===== src/rtl/mbox_tx_sched.sv =====
// Round-robin scheduler that multiplexes NREQ message sources onto the single
// outbound mailbox write channel, one whole message per grant.
`timescale 1ns/1ps
module mbox_tx_sched #(
    parameter int unsigned NREQ   = 4,
    parameter int unsigned MAXLEN = 1024
) (
    input  logic                 aclk,
    input  logic                 resetn,
    input  logic [NREQ-1:0]      req_valid,
    input  logic [32*NREQ-1:0]   req_dat,
    input  logic [NREQ-1:0]      req_last,
    output logic [NREQ-1:0]      req_ready,
    input  logic [NREQ-1:0]      req_abort,
    output logic [NREQ-1:0]      grant,
    output logic [NREQ-1:0]      req_done,
    output logic [NREQ-1:0]      req_aborted,
    output logic [31:0]          mbox_w_dat,
    output logic                 mbox_w_valid,
    input  logic                 mbox_w_ready,
    output logic                 mbox_w_done,
    output logic                 mbox_w_abort,
    input  logic                 mbox_r_abort,
    output logic                 err_overlen,
    output logic                 busy
);

    localparam int unsigned CW = $clog2(MAXLEN) + 1;
    localparam int unsigned IW = (NREQ > 1) ? $clog2(NREQ) : 1;

    typedef enum logic [1:0] {
        ST_IDLE  = 2'd0,
        ST_XFER  = 2'd1,
        ST_DONE  = 2'd2,
        ST_ABORT = 2'd3
    } state_e;

    state_e          state_q, state_d;
    logic [IW-1:0]   owner_q, owner_d;
    logic [NREQ-1:0] grant_q, grant_d;
    logic [IW-1:0]   rr_q, rr_d;
    logic [CW-1:0]   cnt_q, cnt_d;
    logic            pend_q, pend_d;
    logic            w_done_q, w_done_d;
    logic            w_abort_q, w_abort_d;
    logic [NREQ-1:0] req_done_q, req_done_d;
    logic [NREQ-1:0] req_aborted_q, req_aborted_d;
    logic            err_q, err_d;
    logic            busy_q, busy_d;

    logic            pick_vld;
    logic [IW-1:0]   pick_idx;
    logic [IW-1:0]   rr_next;
    logic            own_valid;
    logic            own_last;
    logic            own_abort;
    logic            beat;
    logic [CW-1:0]   cnt_inc;
    logic            at_max;

    // First requesting index at or above rr_q, wrapping modulo NREQ.
    always_comb begin : rr_pick
        int unsigned idx;
        pick_vld = 1'b0;
        pick_idx = '0;
        idx      = 0;
        for (int unsigned k = 0; k < NREQ; k++) begin
            idx = 32'(rr_q) + k;
            if (idx >= NREQ) begin
                idx = idx - NREQ;
            end
            if (!pick_vld && req_valid[IW'(idx)]) begin
                pick_vld = 1'b1;
                pick_idx = IW'(idx);
            end
        end
    end

    assign rr_next   = (32'(owner_q) == NREQ - 1) ? '0 : owner_q + IW'(1);
    assign own_valid = req_valid[owner_q];
    assign own_last  = req_last[owner_q];
    assign own_abort = req_abort[owner_q];
    assign beat      = (state_q == ST_XFER) && own_valid && mbox_w_ready;
    assign cnt_inc   = cnt_q + CW'(1);
    assign at_max    = (cnt_inc == CW'(MAXLEN));

    // Owner's word stream goes straight through to the mailbox while in XFER.
    always_comb begin
        req_ready    = '0;
        mbox_w_valid = 1'b0;
        mbox_w_dat   = '0;
        if (state_q == ST_XFER) begin
            req_ready[owner_q] = mbox_w_ready;
            mbox_w_valid       = own_valid;
            mbox_w_dat         = req_dat[{owner_q, 5'd0} +: 32];
        end
    end

    always_comb begin
        state_d       = state_q;
        owner_d       = owner_q;
        grant_d       = grant_q;
        rr_d          = rr_q;
        cnt_d         = cnt_q;
        pend_d        = pend_q;
        w_done_d      = 1'b0;
        w_abort_d     = 1'b0;
        req_done_d    = '0;
        req_aborted_d = '0;
        err_d         = 1'b0;

        unique case (state_q)
            ST_IDLE: begin
                // A pending or live peer abort is acknowledged before any new grant.
                if (mbox_r_abort || pend_q) begin
                    state_d   = ST_ABORT;
                    w_abort_d = 1'b1;
                end else if (pick_vld) begin
                    state_d = ST_XFER;
                    owner_d = pick_idx;
                    grant_d = NREQ'(1) << pick_idx;
                end
            end
            ST_XFER: begin
                if (beat) begin
                    cnt_d = cnt_inc;
                end
                if (own_abort || mbox_r_abort) begin
                    state_d       = ST_ABORT;
                    w_abort_d     = 1'b1;
                    req_aborted_d = grant_q;
                    err_d         = beat && !own_last && at_max;
                end else if (beat && own_last) begin
                    state_d    = ST_DONE;
                    w_done_d   = 1'b1;
                    req_done_d = grant_q;
                end else if (beat && at_max) begin
                    state_d       = ST_ABORT;
                    w_abort_d     = 1'b1;
                    req_aborted_d = grant_q;
                    err_d         = 1'b1;
                end
            end
            ST_DONE: begin
                if (mbox_r_abort) begin
                    pend_d = 1'b1;
                end
                rr_d    = rr_next;
                cnt_d   = '0;
                grant_d = '0;
                state_d = ST_IDLE;
            end
            ST_ABORT: begin
                if (grant_q != '0) begin
                    rr_d = rr_next;
                end
                cnt_d   = '0;
                grant_d = '0;
                pend_d  = 1'b0;
                state_d = ST_IDLE;
            end
            default: begin
                state_d = ST_IDLE;
            end
        endcase

        busy_d = (state_d != ST_IDLE);
    end

    always_ff @(posedge aclk or negedge resetn) begin
        if (!resetn) begin
            state_q       <= ST_IDLE;
            owner_q       <= '0;
            grant_q       <= '0;
            rr_q          <= '0;
            cnt_q         <= '0;
            pend_q        <= 1'b0;
            w_done_q      <= 1'b0;
            w_abort_q     <= 1'b0;
            req_done_q    <= '0;
            req_aborted_q <= '0;
            err_q         <= 1'b0;
            busy_q        <= 1'b0;
        end else begin
            state_q       <= state_d;
            owner_q       <= owner_d;
            grant_q       <= grant_d;
            rr_q          <= rr_d;
            cnt_q         <= cnt_d;
            pend_q        <= pend_d;
            w_done_q      <= w_done_d;
            w_abort_q     <= w_abort_d;
            req_done_q    <= req_done_d;
            req_aborted_q <= req_aborted_d;
            err_q         <= err_d;
            busy_q        <= busy_d;
        end
    end

    assign grant        = grant_q;
    assign req_done     = req_done_q;
    assign req_aborted  = req_aborted_q;
    assign mbox_w_done  = w_done_q;
    assign mbox_w_abort = w_abort_q;
    assign err_overlen  = err_q;
    assign busy         = busy_q;

endmodule


===== config.mk =====
export PLATFORM = sky130hd
export DESIGN_NAME = mbox_tx_sched
export DESIGN_NICKNAME = d
export VERILOG_FILES = /design/src/rtl/mbox_tx_sched.sv
export SDC_FILE = /design/constraint.sdc
export NUM_CORES = 1
export LEC_CHECK = 0
export ABC_AREA = 1
export BUFFER_PORTS_ARGS = -buffer_cell sky130_fd_sc_hd__buf_2
export CORE_MARGIN = 10
export CORE_UTILIZATION = 35
export CTS_CLUSTER_SIZE = 16
export DETAILED_ROUTE_END_ITERATION = 6
export PLACE_DENSITY = 0.67
export SLEW_MARGIN = 10
export SYNTH_ARGS = -nofsm -noshare
export SYNTH_HDL_FRONTEND = slang
export SYNTH_SLANG_ARGS = --single-unit

===== constraint.sdc =====
create_clock -name aclk -period 2.9 [get_ports aclk]
set_clock_uncertainty 0.05 [all_clocks]
set_input_delay 0.145 -clock aclk [delete_from_list [all_inputs] [get_ports aclk]]
set_output_delay 0.145 -clock aclk [all_outputs]
set_load 0.01 [all_outputs]

# Word level (Yosys, flattened, before mapping)
# Cells that the tools add are included.
# word_totals
reg_bits	34
elab_cells	137
# op_classes
n_addsub	9
n_lt_le_gt_ge	10
eq_ne	10
n_shift	2
mux	64
n_bitwise	2
n_reduce_logical	28
# ops
cell	n
128-bit by 8-bit indexed part select with 32-bit output	1
4-bit 2-to-1 mux	10
32-bit 2-to-1 mux	1
2-bit 2-to-1 mux	15
1-bit 2-to-1 mux	23
11-bit case mux with 2 select lines	1
2-bit by 3-bit < comparator with 1-bit output, second input constant	5
1-bit binary-select mux with 2-bit select	7
11-bit by 1-bit adder with 11-bit output, second input constant	1
11-bit == test, second input constant	1
11-bit 2-to-1 mux	1
1-bit logical AND	10
2-bit != test, second input constant	5
3-bit greater-or-equal comparator, second input constant	3
4-bit case mux with 2 select lines	1
2-bit nonzero test	4
2-bit by 1-bit subtractor with 2-bit output, second input constant	4
2-bit by 2-bit adder with 3-bit output, second input constant	2
2-bit == test, second input constant	3
2-bit case mux with 3 select lines	1
2-bit AND reduction	3
3-bit AND reduction	2
4-bit AND	1
1-bit zero test	4
14 further kinds	16

# Depth between registers and ports, before layout
# Gate-level depths: netlist (run 1).
# depth
ltp_word	18
mapped_depth	13
ltp_nobuf	12

# Worst setup path after synthesis (run 1)
# Ideal clock, no wire load.
# synth_timing
kind	register -> register
from	register cnt_q[0]
to	register req_aborted_q[0] (netlist: req_aborted[0])
setup_ns	0.077
arrival_time_ns	1.455
slack_ns	1.317
stages_incl_launch_ff	10
path_cell_list	dfrtp_1 > ha_1 > nand3_1 > nor2_2 > nand2_1 > nand2_1 > nand3_1 > nor2_1 > nand3_2 > a21oi_1
# synth_between
elab_chain_cells	7
# synth_rtl
element	line	rtl
start, declared	42	logic [CW-1:0] cnt_q, cnt_d;
start signal, assigned	189	cnt_q <= cnt_d;
11-bit by 1-bit adder with 11-bit output	84	assign cnt_inc = cnt_q + CW'(1);
11-bit == test	85	assign at_max = (cnt_inc == CW'(MAXLEN));
1-bit logical AND	137	end else if (beat && at_max) begin
4-bit 2-to-1 mux	137	
4-bit 2-to-1 mux	133	end else if (beat && own_last) begin
4-bit 2-to-1 mux	128	if (own_abort || mbox_r_abort) begin
4-bit 2-to-1 mux	112	unique case (state_q)
via req_aborted_d[0]	47	logic [NREQ-1:0] req_aborted_q, req_aborted_d;
end signal, assigned	194	req_aborted_q <= req_aborted_d;
end, declared	47	
# The timed path passes the listed nets, and every way through them passes these cells.
# A chain may end at the register's enable or synchronous reset.

# Final worst setup path (run 1)
# layout_timing
from	register owner_q[0]
to	output port mbox_w_dat[26]
# layout_between
elab_chain_cells	2
# layout_rtl
element	line	rtl
start, declared	39	logic [IW-1:0] owner_q, owner_d;
start signal, assigned	186	owner_q <= owner_d;
128-bit by 8-bit indexed part select with 32-bit output	95	mbox_w_dat = req_dat[{owner_q, 5'd0} +: 32];
32-bit 2-to-1 mux	92	if (state_q == ST_XFER) begin
end, declared	18	output logic [31:0] mbox_w_dat,
# Every way passes these cells.

==> results of run 1 <==
## metrics by stage
| stage | instance area (µm²) | instances | hold WS, ns | util (%) |
|---|---|---|---|---|
| after CTS | 4200 | 813 | 0.126 | 48.4 |
| after floorplan | 3110 | 525 | -0.201 | - |
| after global placement | 4120 | 805 | 0.207 | 47.4 |
| after detailed placement | 4120 | 805 | 0.213 | 47.4 |
| final | 4220 | 818 | 0.131 | 48.6 |
| after global routing | 4220 | 818 | 0.141 | 48.6 |
## worst reg2reg max path: cells and delay by family, from the launching register on
kind / cells / cell delay, ns
and+or+nand+nor: 8 / 0.84
buffers and inverters: 1 / 0.58
AOI/OAI and AO/OA: 1 / 0.10
DFF: 1 / 0.42
## registers in the layout, indices dropped and copies added, names as in the netlist, 2 cells and up
signal	cells
owner_q	2
cnt_q	11
state_q	2
grant	4
req_done	4
req_aborted	4
rr_q	2
## where the power goes
part           switching, µW  total (µW)  leakage [µW]  internal (µW)
Combinational           1690        2560       0.00179            869
Clock                    172         333     0.0000438            161
Sequential               122         706      0.000452            584
Total                   1980        3600       0.00228           1610
## final cells by class
type | count | share of cell area [%]
Antenna cell | 5 | 0.297
Sequential cell | 34 | 20.2
Inverter | 38 | 3.50
Multi-Input combinational cell | 426 | 46.9
Clock buffer | 5 | 1.63
Tap cell | 108 | 3.20
Timing Repair Buffer | 200 | 24.0
Clock inverter | 2 | 0.237
## synthesized netlist by cell type (6+ instances only)
cell,n
sky130_fd_sc_hd__nor2_1,157
sky130_fd_sc_hd__nand2_1,87
sky130_fd_sc_hd__o21ai_0,73
sky130_fd_sc_hd__a21oi_1,43
sky130_fd_sc_hd__dfrtp_1,34
sky130_fd_sc_hd__inv_1,30
sky130_fd_sc_hd__nand3_1,24
sky130_fd_sc_hd__clkbuf_1,12
sky130_fd_sc_hd__buf_2,7
sky130_fd_sc_hd__ha_1,6
sky130_fd_sc_hd__nand3_2,6
sky130_fd_sc_hd__o22ai_1,6
## final timing paths
check	end	slack, ns
min	pend_q	0.13
min reg2reg	grant[2]	0.49
max in group asynchronous	owner_q[0]	1.87
min in group asynchronous	err_overlen	0.41
max	mbox_w_dat[26]	0.68
max reg2reg	busy	0.80
## logic make-up (layout without fill, tap and decap cells)
family | after synthesis | in the layout | share of synthesized area [%]
other | 0 | 5 | 0
xor gates and xnor gates | 3 | 3 | 0.846
adders and majority gates | 6 | 6 | 2.42
AOI/OAI and AO/OA | 129 | 129 | 21.7
DFF | 34 | 34 | 27.4
and+or+nand+nor | 288 | 288 | 38.6
buffers and inverters | 65 | 245 | 9.02
## metal layers
layer  up-vias  GRT usage, %
met4         0          5.93
li1       2066             -
met5         -             0
met3        16          7.55
met1      1825          21.5
met2       153          33.3
==> summary.log, run 1 <==
[hold_path] origin of the worst min-delay path mbox_r_abort
[sta] final setup fails 0
[worst_setup_path] Largest delay share family, worst path buffers and inverters
[floorplan] die outline area 13000 µm²
[clocking] total clock buffers created by CTS 5
[final_layout] most common library cell in the layout ignoring fill and taps sky130_fd_sc_hd__buf_2
[worst_setup_path] Worst path max stage delay 0.58 ns
[worst_setup_path] CP Launch Point owner_q[0]
[global_routing] initial antenna violation count 5
[sta] Final Hold Vio Count 0
[floorplan] Initial Utilization 35.8%
[worst_setup_path] number of gates on the worst path with buffers counted 6
[sta] peak clock frequency supported by timing 450 MHz
[synth] Synth Register Bits 34
[final_layout] register area 852 µm²
[sta] PnR worst setup slack 0.677 ns
[detailed_routing] DRT antenna net count 0
[sta] setup repair after global routing missed its margin no
[worst_setup_path] count of buffer and inverter cells on the critical path 2
[status] status completed
[global_routing] wire length of the first global-routing pass 20700 µm
[sta] final critical-path share of the clock period 76.7%
[detailed_routing] routed wire length 13100 µm
[worst_setup_path] startpoint of the most critical register-to-register path owner_q[0]
[hold_path] Worst Hold Depth 3
[worst_setup_path] critical path type reg2out
[synth] Yosys Warn Count 0
[synth] Synth cell types 30
[synth] cell type contributing the most total cell area after synthesis sky130_fd_sc_hd__dfrtp_1
[worst_setup_path] Critical-path top delay cell sky130_fd_sc_hd__buf_4
[final_layout] fillers 968
[final_layout] most used cells in the layout excluding fill and tap cells sky130_fd_sc_hd__buf_2 (196), sky130_fd_sc_hd__nor2_1 (157), sky130_fd_sc_hd__nand2_1 (87)
[floorplan] total I/O pin count 197
[clocking] hold_buf cts 1
[sta] clock period minus worst slack 2.22 ns
[worst_setup_path] required time of the critical path 2.71 ns
[final_layout] fraction of layout cells with a size suffix above 1 33.2%
[clocking] number of resized instances in the post-cts repair step 0
[clocking] Max Buffers Root-to-Sink 2
[detailed_routing] Routed met1 length 5050 µm
[place] PortBufs 196
[detailed_routing] vias per cell 4.96
[pwr] power per cell area 853 nW/µm²
[detailed_routing] via count 4060
[clocking] clock sinks 34
[sta] final sum of negative setup slack 0 ns
[worst_setup_path] data arrival time of the critical path 2.03 ns
[job] # Max-Cap Violations 0
[clocking] setup bufs post-CTS 0
[pwr] Pwr Total 3600 µW
[global_routing] pin count of the biggest net entering global routing 73
[floorplan] overall die height 114 µm
[place] placement-stage worst setup slack 0.841 ns
[clocking] clock latency at the later pin of the worst-skew pair 0.28 ns
[synth] Post-synth top flop sky130_fd_sc_hd__dfrtp_1
[global_routing] vias in the first global route 4057
[final_layout] Area growth syn-to-layout 35.7%
[synth] fraction of registers with async set or reset after synthesis 100%
[place] post-detail-place hpwl 10500 µm
[synth] Cells after Synth 525
[final_layout] final net count 855
[global_routing] total congestion overflow after global routing 0
[global_routing] overall fraction of global-route tracks in use 19.4%
[hold_path] path class of the lowest-slack min-delay path in2reg
[clocking] Clk Tree Root Cell sky130_fd_sc_hd__clkbuf_8
[detailed_routing] detail-routed net length per standard cell 16.1 µm
[sta] worst slew margin relative to its limit 50.8%
[detailed_routing] met3 routed wirelength 1160 µm
[clocking] clock tree from TritonCTS built
[clocking] deepest level of the CTS H-tree 2
[final_layout] Multi-input gate area 1980 µm²
[sta] transition time at the pin with the least slew margin 0.738 ns
[clocking] clock-pin slew of the registers on the worst-case setup and hold paths 0.07 ns
[synth] average footprint of a synthesized cell 5.92 µm²
[place] Routability Congestion 0.872
[synth] net count after synthesis 675
[floorplan] Floorplan Core Area 8680 µm²
[floorplan] number of rows in the core area 34
[floorplan] overall die width 114 µm
[worst_setup_path] worst reg-to-reg path cell count 10
[detailed_routing] DRC 0
[synth] part of the Yosys area used for sequential elements 27.4%
[synth] Synth top area share 27.4%
[sta] Max Transition Viols Final 0
[synth] Netlist Area Pre-Place 3110 µm²
[pwr] Leakage Power 0.00228 µW
[detailed_routing] Pre-antenna DRT Iters 4
[worst_setup_path] crit path max fanout 71
[worst_setup_path] most used cell, CP sky130_fd_sc_hd__nor2_1
[worst_setup_path] crit start category flip-flop
[pwr] peak ir drop on the vdd network 0.393 mV
[detailed_routing] highest metal layer used by the detailed router met4
[worst_setup_path] Worst setup EP type output pin
[detailed_routing] initial DRC count 208
[worst_setup_path] Cell Chain, Critical Path buf_4 -> nor2_1 -> nor2_1 -> o21ai_0 -> a21oi_1 -> buf_2
[detailed_routing] routed length on met2 6660 µm
[synth] number of enable-type register cells in the synthesized netlist 0
[synth] Synth area leaders sky130_fd_sc_hd__dfrtp_1 (27%), sky130_fd_sc_hd__nor2_1 (19%), sky130_fd_sc_hd__o21ai_0 (12%)
Note: power is estimated with default switching activity, not from simulation.
==> run 2, diff against run 1 <==
==> constraint.sdc (replaced) <==
create_clock -name aclk -period 2.1 [get_ports aclk]
set_clock_uncertainty 0.05 [all_clocks]
set_input_delay 0.105 -clock aclk [delete_from_list [all_inputs] [get_ports aclk]]
set_output_delay 0.105 -clock aclk [all_outputs]
set_load 0.01 [all_outputs]
==> run 2 against run 1 <==
Against the previous run:
- sequential power grew 41%
- hold slack worse by 0.032 ns
- via count down 0.59%
- combinational power is 41% higher
- critical path depth fell by 1
- clock-buffer cell count unchanged
- die area unchanged
- flip-flop and latch count unchanged
- cell area rose by 2.0%
- global-route usage about the same
- setup slack got worse by 0.56 ns
- core utilization increased by 0.98 points
==> summary.log, run 2 (synthesized netlist as in run 1, its figures left out) <==
[clocking] setup bufs post-CTS 0 [unchanged]
[sta] Hold Worst Slack 0.0995 ns [was 0.131 ns]
[worst_setup_path] crit path max fanout 37 [was 71]
[sta] transition time at the pin with the least slew margin 0.760 ns [was 0.738 ns]
[worst_setup_path] Worst setup EP type output pin [unchanged]
[pwr] peak ir drop on the vdd network 0.529 mV [was 0.393 mV]
[final_layout] final net count 858 [was 855]
[final_layout] fraction of layout cells with a size suffix above 1 33.9% [was 33.2%]
[sta] worst slew margin relative to its limit 49.3% [was 50.8%]
[floorplan] overall die height 114 µm [unchanged]
[worst_setup_path] critical path type reg2out [unchanged]
[detailed_routing] Pre-antenna DRT Iters 6 [was 4]
[sta] final critical-path share of the clock period 94.5%
[status] status completed [unchanged]
[sta] Final Hold Vio Count 0 [unchanged]
[sta] peak clock frequency supported by timing 504 MHz
[floorplan] total I/O pin count 197 [unchanged]
[floorplan] number of rows in the core area 34 [unchanged]
[global_routing] initial antenna violation count 7 [was 5]
[worst_setup_path] required time of the critical path 1.95 ns [was 2.71 ns]
[global_routing] wire length of the first global-routing pass 20700 µm [about the same]
[detailed_routing] initial DRC count 178 [was 208]
[detailed_routing] DRT antenna net count 0 [unchanged]
[place] area of placed instances 4150 µm² [was 4120 µm²]
[place] PortBufs 196 [unchanged]
[global_routing] overall fraction of global-route tracks in use 19.4% [about the same]
[clocking] Clk Tree Root Cell sky130_fd_sc_hd__clkbuf_8 [unchanged]
[clocking] clock-pin slew of the registers on the worst-case setup and hold paths 0.08 ns [was 0.07 ns]
[job] # Max-Cap Violations 0 [unchanged]
[place] Routability Congestion 0.898 [was 0.872]
[final_layout] Largest Register cnt_q [unchanged]
[final_layout] Area growth syn-to-layout 38.4% [was 35.7%]
[global_routing] vias in the first global route 4151 [was 4057]
[final_layout] number of flip-flops in the largest register 11 [unchanged]
[sta] clock period minus worst slack 1.99 ns
[detailed_routing] DRC 0 [unchanged]
[sta] final sum of negative setup slack 0 ns [unchanged]
[sta] final setup fails 0 [unchanged]
[global_routing] pin count of the biggest net entering global routing 67 [was 73]
[floorplan] die outline area 13000 µm² [unchanged]
[hold_path] path class of the lowest-slack min-delay path in2reg [unchanged]
[floorplan] Floorplan Core Area 8680 µm² [unchanged]
[place] post-detail-place hpwl 10700 µm [was 10500 µm]
[clocking] Max Buffers Root-to-Sink 2 [unchanged]
[final_layout] post-route cell area 4300 µm² [was 4220 µm²]
[clocking] total clock buffers created by CTS 5 [unchanged]
[final_layout] most common library cell in the layout ignoring fill and taps sky130_fd_sc_hd__buf_2 [unchanged]
[final_layout] share of the core filled with cells in the final layout 49.6% [was 48.6%]
[detailed_routing] routed wire length 13100 µm [about the same]
[worst_setup_path] crit start category flip-flop [unchanged]
[worst_setup_path] data arrival time of the critical path 1.83 ns [was 2.03 ns]
[floorplan] Initial Utilization 35.8% [unchanged]
[pwr] power per cell area 1210 nW/µm² [was 853 nW/µm²]
[global_routing] total congestion overflow after global routing 0 [unchanged]
[clocking] deepest level of the CTS H-tree 2 [unchanged]
[clocking] clock tree from TritonCTS built [unchanged]
[clocking] clock latency at the later pin of the worst-skew pair 0.29 ns [was 0.28 ns]
[sta] Max Transition Viols Final 0 [unchanged]
[pwr] Leakage Power 0.00231 µW [was 0.00228 µW]
[detailed_routing] detail-routed net length per standard cell 15.9 µm [was 16.1 µm]
[final_layout] most used cells in the layout excluding fill and tap cells sky130_fd_sc_hd__buf_2 (196), sky130_fd_sc_hd__nor2_1 (156), sky130_fd_sc_hd__nand2_1 (87) [was sky130_fd_sc_hd__buf_2 (196), sky130_fd_sc_hd__nor2_1 (157), sky130_fd_sc_hd__nand2_1 (87)]
[detailed_routing] vias per cell 4.90 [was 4.96]
[sta] setup repair after global routing missed its margin no [unchanged]
[pwr] Pwr Total 5210 µW [was 3600 µW]
[detailed_routing] via count 4036 [was 4060]
[clocking] clock sinks 34 [unchanged]
[floorplan] overall die width 114 µm [unchanged]
## run 2: critical path, stage by stage, from the launching register on
cell	delay, ns
sky130_fd_sc_hd__dfrtp_2	0.51
sky130_fd_sc_hd__inv_6	0.22
sky130_fd_sc_hd__buf_6	0.27
sky130_fd_sc_hd__o21ai_0	0.22
sky130_fd_sc_hd__a21oi_1	0.17
sky130_fd_sc_hd__buf_2	0.14
## run 2: metal layers
layer | track usage (%) | part of all wire, % | up-vias
li1 | - | - | 2073
met1 | 21.1 | 38 | 1767
met2 | 32.8 | 50 | 174
met3 | 7.18 | 9.4 | 22
met4 | 9.11 | 2.4 | 0
met5 | 0 | 0 | -
## run 2: metrics by stage
stage,worst slack (ns),instances
floorplan,0.517,525
global placement,0.275,808
detailed placement,0.232,808
CTS,0.0579,817
global route,0.00777,824
finish,0.115,824
## run 2: layout make-up
type,instances,area [µm²]
antenna,7,17.5
clock buffer,5,68.8
clock inverter,3,45.0
fill,926,4380
inverter,38,150
multi-input combinational,426,1980
sequential,34,853
tap,108,135
timing repair buffer,203,1050
## run 2: path summary, 6_finish.rpt
path,slack (ns),from,cells after the start,to
max in group asynchronous,1.09,resetn,2,cnt_q[0]
max reg2reg,0.20,owner_q[1],6,cnt_q[6]
min,0.1,mbox_r_abort,4,mbox_w_done
min reg2reg,0.47,cnt_q[0],1,cnt_q[0]
max,0.11,owner_q[0],5,mbox_w_dat[0]
min in group asynchronous,0.38,resetn,2,grant[0]
## run 2: timing repair
item,4_1_cts,5_1_grt
endpoints found under the hold margin,34,0
hold buffers,1,0
resized for setup,1,3
endpoints found under the setup margin,1,10
cloned,0,0
## run 2: power by group
group          switching, µW  total [µW]  internal, µW
clock network            254         607           353
registers                188         995           808
logic                   2340        3610          1270
total                   2780        5210          2430
